==> config.mk <==
export PLATFORM = sky130hd
export DESIGN_NAME = video_downscaler
export DESIGN_NICKNAME = d
export VERILOG_FILES = /design/src/rtl/video_ds_pkg.sv /design/src/rtl/ds_line_buf.sv /design/src/rtl/video_downscaler.sv
export SDC_FILE = /design/constraint.sdc
export NUM_CORES = 1
export LEC_CHECK = 0
export ABC_CLOCK_PERIOD_IN_PS = 800
export CAP_MARGIN = 20
export CORE_UTILIZATION = 27
export DETAILED_ROUTE_END_ITERATION = 12
export PLACE_DENSITY = 0.73
export SETUP_SLACK_MARGIN = 0.15
export SYNTH_ARGS = -nofsm -noshare
export SYNTH_HDL_FRONTEND = slang
export SYNTH_SLANG_ARGS = --single-unit
==> constraint.sdc <==
create_clock -name clk -period 0.8 [get_ports clk]
set_clock_uncertainty 0.1 [all_clocks]
set_input_delay 0.16 -clock clk [delete_from_list [all_inputs] [get_ports clk]]
set_output_delay 0.16 -clock clk [all_outputs]
set_load 0.02 [all_outputs]
==> src/rtl/video_ds_pkg.sv <==
// Shared definitions for the video downscaler: mode encodings, block-size
// lookup and the extra accumulator bits each filter needs.
package video_ds_pkg;

    typedef enum logic [2:0] {
        DS_BYPASS = 3'd0,
        DS_SUB2   = 3'd1,
        DS_SUB3   = 3'd2,
        DS_AVG2   = 3'd3,
        DS_AVG3   = 3'd4,
        DS_CROSS3 = 3'd5
    } ds_mode_e;

    // Bits added on top of WIDTH by each accumulator (2x2 sum, 3x3 sum, cross sum).
    localparam int SUM2_EXTRA  = 2;
    localparam int SUM9_EXTRA  = 4;
    localparam int CROSS_EXTRA = 3;

    // Block edge length N; bypass and illegal encodings act as 1x1.
    function automatic int block_n(input int mode);
        if (mode == int'(DS_SUB2) || mode == int'(DS_AVG2))
            return 2;
        if (mode == int'(DS_SUB3) || mode == int'(DS_AVG3) || mode == int'(DS_CROSS3))
            return 3;
        return 1;
    endfunction

endpackage

==> src/rtl/ds_line_buf.sv <==
// One-line delay: read the previous line's pixel at addr, then overwrite it
// with the current one in the same cycle.
module ds_line_buf #(
    parameter int DW    = 30,
    parameter int DEPTH = 10,
    parameter int AW    = 4
) (
    input  logic          clk,
    input  logic          we,
    input  logic [AW-1:0] addr,
    input  logic [DW-1:0] din,
    output logic [DW-1:0] dout
);

    logic [DW-1:0] mem [DEPTH];

    // NOTE: the storage has no reset; every entry is rewritten during a line
    // before any block of the frame reads it back.
    always_ff @(posedge clk) begin
        if (we)
            mem[addr] <= din;
    end

    assign dout = mem[addr];

endmodule

==> src/rtl/video_downscaler.sv <==
// Streaming 2-D downscaler: builds an NxN window from line buffers plus a
// per-row shift register and emits one filtered pixel per block, 1 clk later.
module video_downscaler
    import video_ds_pkg::*;
#(
    parameter int WIDTH   = 10,
    parameter int HACT    = 10,
    parameter bit is_gray = 1'b0,
    parameter int ds_mode = 0
) (
    input  logic             clk,
    input  logic             rstn,
    input  logic             i_vsync,
    input  logic             i_hsync,
    input  logic             i_de,
    input  logic [WIDTH-1:0] i_r_data,
    input  logic [WIDTH-1:0] i_g_data,
    input  logic [WIDTH-1:0] i_b_data,
    output logic             o_vsync,
    output logic             o_hsync,
    output logic             o_de,
    output logic [WIDTH-1:0] o_r_data,
    output logic [WIDTH-1:0] o_g_data,
    output logic [WIDTH-1:0] o_b_data
);

    localparam int NBLK  = block_n(ds_mode);
    localparam int NCH   = is_gray ? 1 : 3;
    localparam int CW    = NCH * WIDTH;
    localparam int AW    = (HACT > 1) ? $clog2(HACT) : 1;
    localparam int SW    = WIDTH + SUM9_EXTRA;
    localparam int G_OFS = is_gray ? 0 : WIDTH;
    localparam int B_OFS = is_gray ? 0 : 2 * WIDTH;
    localparam ds_mode_e MODE = (ds_mode >= 1 && ds_mode <= 5) ? ds_mode_e'(3'(ds_mode)) : DS_BYPASS;

    logic [AW-1:0]    col;
    logic [11:0]      ln;
    logic             de_d;
    logic             frame_ok;
    logic [CW-1:0]    px_in;
    logic [CW-1:0]    row_in [3];
    logic [CW-1:0]    hist   [3][2];
    logic [WIDTH-1:0] win    [3][3];
    logic [SW-1:0]    acc;
    logic [CW-1:0]    res;
    logic             blk_end;
    logic             de_next;

    if (is_gray) begin : g_px_gray
        assign px_in = i_r_data;
    end else begin : g_px_rgb
        assign px_in = {i_b_data, i_g_data, i_r_data};
    end

    // Row 2 is the live input; rows 1 and 0 are one and two lines above it.
    assign row_in[2] = px_in;
    for (genvar i = 0; i < 2; i++) begin : g_lb
        if (i < NBLK - 1) begin : g_on
            ds_line_buf #(.DW(CW), .DEPTH(HACT), .AW(AW)) u_lb (
                .clk  (clk),
                .we   (i_de),
                .addr (col),
                .din  (row_in[2-i]),
                .dout (row_in[1-i])
            );
        end else begin : g_off
            assign row_in[1-i] = '0;
        end
    end

    // rstn is active-high here: 1 holds the block in reset.
    // NOTE: sequential state uses non-blocking assignments so every register
    // samples pre-edge values regardless of statement order.
    always_ff @(posedge clk) begin
        if (rstn) begin
            col      <= '0;
            ln       <= '0;
            de_d     <= 1'b0;
            frame_ok <= 1'b0;
        end else begin
            de_d <= i_de;
            col  <= i_de ? col + 1'b1 : '0;
            if (i_vsync)
                ln <= '0;
            else if (de_d && !i_de)
                ln <= ln + 1'b1;
            if (i_vsync)
                frame_ok <= 1'b1;
        end
    end

    always_ff @(posedge clk) begin
        if (rstn) begin
            for (int r = 0; r < 3; r++) begin
                hist[r][0] <= '0;
                hist[r][1] <= '0;
            end
        end else if (i_de) begin
            for (int r = 0; r < 3; r++) begin
                hist[r][0] <= row_in[r];
                hist[r][1] <= hist[r][0];
            end
        end
    end

    assign blk_end = (int'(col) % NBLK == NBLK - 1) && (int'(ln) % NBLK == NBLK - 1);
    assign de_next = (MODE == DS_BYPASS) ? i_de : (i_de && frame_ok && blk_end);

    // NOTE: every variable gets a default at the top so no path infers a latch.
    always_comb begin
        res = '0;
        acc = '0;
        for (int r = 0; r < 3; r++)
            for (int c = 0; c < 3; c++)
                win[r][c] = '0;
        for (int ch = 0; ch < NCH; ch++) begin
            for (int r = 0; r < 3; r++) begin
                win[r][2] = row_in[r][ch*WIDTH +: WIDTH];
                win[r][1] = hist[r][0][ch*WIDTH +: WIDTH];
                win[r][0] = hist[r][1][ch*WIDTH +: WIDTH];
            end
            acc = '0;
            case (MODE)
                DS_AVG2: begin
                    for (int r = 1; r < 3; r++)
                        for (int c = 1; c < 3; c++)
                            acc = acc + SW'(win[r][c]);
                    res[ch*WIDTH +: WIDTH] = WIDTH'(acc >> SUM2_EXTRA);
                end
                DS_AVG3: begin
                    for (int r = 0; r < 3; r++)
                        for (int c = 0; c < 3; c++)
                            acc = acc + SW'(win[r][c]);
                    res[ch*WIDTH +: WIDTH] = WIDTH'(acc / SW'(9));
                end
                DS_CROSS3: begin
                    acc = (SW'(win[1][1]) << 2) + SW'(win[0][1]) + SW'(win[2][1])
                        + SW'(win[1][0]) + SW'(win[1][2]);
                    res[ch*WIDTH +: WIDTH] = WIDTH'(acc >> CROSS_EXTRA);
                end
                default: res[ch*WIDTH +: WIDTH] = win[2][2];
            endcase
        end
    end

    always_ff @(posedge clk) begin
        if (rstn) begin
            o_vsync  <= 1'b0;
            o_hsync  <= 1'b0;
            o_de     <= 1'b0;
            o_r_data <= '0;
            o_g_data <= '0;
            o_b_data <= '0;
        end else begin
            o_vsync  <= i_vsync;
            o_hsync  <= i_hsync;
            o_de     <= de_next;
            o_r_data <= de_next ? res[0 +: WIDTH]     : '0;
            o_g_data <= de_next ? res[G_OFS +: WIDTH] : '0;
            o_b_data <= de_next ? res[B_OFS +: WIDTH] : '0;
        end
    end

endmodule

# ---- Word-level counts from Yosys, hierarchy flattened
# Index checks and enable logic that the tools add are counted.
# W data, S select, Z words.
dict set report totals {
  ff_bits 33
}
dict set report classes {
  bitwise 1
  n_reduce_logical 1
}
# cell count
set op_table {}
lappend op_table {{$reduce_or A2 Y1} 1}
lappend op_table {{$not A1 Y1} 1}

# ---- Logic depth before layout (Yosys ltp)
dict set report depth {
  ltp_word 2
  ltp_mapped 2
}

# ---- Worst setup path after synthesis
# Ideal clock, no wire load.
dict set report synth_path {
  kind {input port to flip-flop}
  startpoint {input port rstn}
  endpoint {register o_b_data[0]}
  setup_ps 115
  arrival_ps 463
  t_required_ps 585
  slack_ps 121
  cell_stages 2
  path_buffers 1
  cell_sequence {buf_2 and3b_1}
}
dict set report synth_via {
  elab_chain_cells 1
}
# element line
set synth_rtl {}
lappend synth_rtl {{from (decl)} video_downscaler.sv:12} ;# input logic rstn,
lappend synth_rtl {{$reduce_or A2 Y1 (no line)} n/a}
lappend synth_rtl {{to (signal assigned)} video_downscaler.sv:160} ;# o_b_data <= de_next ? res[B_OFS +: WIDTH] : '0;
lappend synth_rtl {{to (decl)} video_downscaler.sv:24} ;# output logic [WIDTH-1:0] o_b_data
# Every way passes these cells.
# A chain may end at the register's enable or synchronous reset.

# ---- Worst setup path in the final report
dict set report layout_path {
  startpoint {register o_b_data[6]}
  endpoint {output port o_b_data[6]}
}
# No word-level cell between the ends.

==> summary.md <==
| Metric | Value |
|---|---|
| Status | `finished with violations` |
| Failing checks | `setup timing` |
| P&R area growth vs syn | `95.2%` |
| Synthesized netlist cell count | `72` |
| Met3 WL | `159 microns` |
| Placed insts | `182` |
| Max-Cap Viols | `0` |
| Deepest clock path buffer count | `2` |
| FF+latch area | `702 sq um` |
| Top cells by area, synth | `dfxtp_1 68%, and3b_1 27%, buf_2 2.6%, nor2b_1 1.9%, clkbuf_2 0.51%` |
| Final Max Slew Viols | `0` |
| Hold endpoint | `o_de` |
| First-pass GRT wire length | `3460 microns` |
| N_diodes | `0` |
| Placed instance area | `1750 sq um` |
| CP Launch Type | `flip-flop` |
| GRT Total Usage | `13.1%` |
| Yosys reg bits | `33` |
| Worst Path Max Fanout | `1` |
| Router iterations before antenna repair | `2` |
| Area leader, netlist | `dfxtp_1` |
| # fillers | `292` |
| Worst setup EP type | `output pin` |
| Num ports | `68` |
| Critical Path AT | `780 ps` |
| Final Worst Setup Slack | `-240 ps` |
| Total count of hold-check failures in the final report | `0` |
| NumNets Final | `180` |
| Unrepaired setup endpoints after global routing | `true` |
| Wire length on met1 | `910 microns` |
| Tightest Pin Transition | `152 ps` |
| Final instance area | `1900 sq um` |
| Starting Density | `28.7%` |
| Synth top area share | `68.0%` |
| Ys Warns | `0` |
| Bufs and invs on worst path | `1` |
| Die H | `62.0 microns` |
| Post-Route WL | `2490 microns` |
| Via Count | `804` |
| Worst EP required | `540 ps` |
| IO Port Bufs | `67` |
| Worst Hold Class | `input port to flip-flop` |
| Initial DRC count | `5` |
| Syn Std Cell Area | `972 sq um` |
| Post-DP HPWL | `1720 microns` |
| Core Region | `3390 sq um` |
| Critical path start-end classification | `flip-flop to output pin` |
| Post-DR wirelength/cell | `12.9 microns` |
| Upper clock frequency limit | `0.961 GHz` |
| GP Congestion | `0.579` |
| CTS sink cnt | `33` |
| DRC | `0` |
| CTS Buf Count | `5` |
| Antenna viol nets, final | `0` |
| GRT overflow | `0` |
| Peak supply drop | `0.000831 V` |
| Std-Cell Rows | `21` |
| Htree depth | `2` |
| CP max stage cell | `dfxtp_2` |
| Uppermost layer routed | `met4` |
| Cts-stage hold buffer count | `0` |
| Lkg Pwr | `0.919 nW` |
| Max-slew headroom | `89.9%` |
| Multi-input gate area | `282 sq um` |
| Tmin final | `1040 ps` |
| Syn_area_per_cell | `13.5 sq um` |
| Sequential area share after synthesis | `68.0%` |
| Avg Vias per Cell | `4.19` |
| Fin crit share | `130%` |
| Share of cells above drive strength 1 | `54.8%` |
| Post-route insts no fill | `192` |
| Clock root cell | `clkbuf_4` |
| Fin util | `56.0%` |
| Largest net degree at the start of global routing | `18` |
| Die ar. | `3840 sq um` |
| Die Width | `62.0 microns` |
| DR WL met2 | `1360 microns` |
| Vias in the first global route | `782` |
| Critical-path cell list | `buf_6` |
| Initial antenna violation count | `0` |
| Family with the most delay on the worst path | `flip-flops` |
| Hold Path Origin | `rstn` |
| Hold Path Depth | `3` |
| Pwr dens | `1750 nW/um^2` |
| Synth cell types | `5` |
| CP max stage delay | `330 ps` |
| CTS tree | `yes` |
| Syn nets | `107` |
| Worst-path clk slew | `100 ps` |
| Setup-failing EPs final | `33` |
| Setup Buffers After CTS | `0` |
==> per-stage QoR <==
step	setup slack (ps)	hold WS, ps	TNS, ps	power [mW]
after floorplan	148	188	0	1.97
after global placement	-440	618	-25170	2.27
final	-240	235	-7670	3.33
after detailed placement	-467	626	-26080	2.28
after CTS	-263	219	-8280	3.38
after global routing	-288	224	-9000	3.49
==> Yosys cell counts <==
cell type  instances
dfxtp_1           33
nor2b_1            3
and3b_1           30
clkbuf_2           1
buf_2              5
==> per-layer routing <==
metal	up-vias	global-route usage (%)
li1	390	-
met2	35	22.9
met3	5	4.76
met4	0	9.21
met1	374	12.8
met5	-	0
==> cells by family (layout without fill, tap and decap cells) <==
| logic type | count (synthesis) | after routing | synth area share [%] |
|---|---|---|---|
| AND/OR/NAND/NOR | 33 | 33 | 29.0 |
| buffers and inverters | 6 | 80 | 3.09 |
| flip-flops | 33 | 33 | 68.0 |
==> placed cells by master, fill, tap and decap left out, drive strengths merged <==
cell	instances
dfxtp	33
and3b	30
dlygate4sd2	1
clkinv	1
nor2b	3
buf	38
clkdlybuf4s15	1
clkbuf	7
clkdlybuf4s50	32
==> area by class of cell <==
cell class / count / area share (%)
clock buffers: 7 / 3.43
clock inverters: 1 / 0.264
multi-input cells: 33 / 14.8
flip-flops and latches: 33 / 37.0
well taps: 46 / 3.03
repair buffers: 72 / 41.5
==> power by group <==
group	total, mW	leakage, nW	internal [mW]	switching, mW
Sequential	1.75	0.284	1.72	0.0308
Combinational	0.536	0.594	0.345	0.191
Clock	1.04	0.0413	0.509	0.529
==> state kept, by name, indices dropped and copies added (netlist names) <==
register,flops
o_hsync,1
o_de,1
o_b_data,10
o_r_data,10
o_g_data,10
o_vsync,1
==> repair_timing <==
item / 4_1_cts / 5_1_grt
setup endpoints to repair: 66 / 42
gates cloned: 2 / 0
resized for setup: 204 / 1
==> how the worst max path moves through the flow <==
stage           startpoint     endpoint  cells past startpoint
6_report       o_b_data[6]  o_b_data[6]                      1
5_1_grt        o_g_data[1]  o_g_data[1]                      1
4_1_cts        o_b_data[6]  o_b_data[6]                      1
3_5_place_dp          rstn  o_g_data[8]                      3
3_3_place_gp          rstn  o_r_data[4]                      3
2_1_floorplan         i_de  o_g_data[0]                      2
Note: power is estimated with default switching activity, not from simulation.
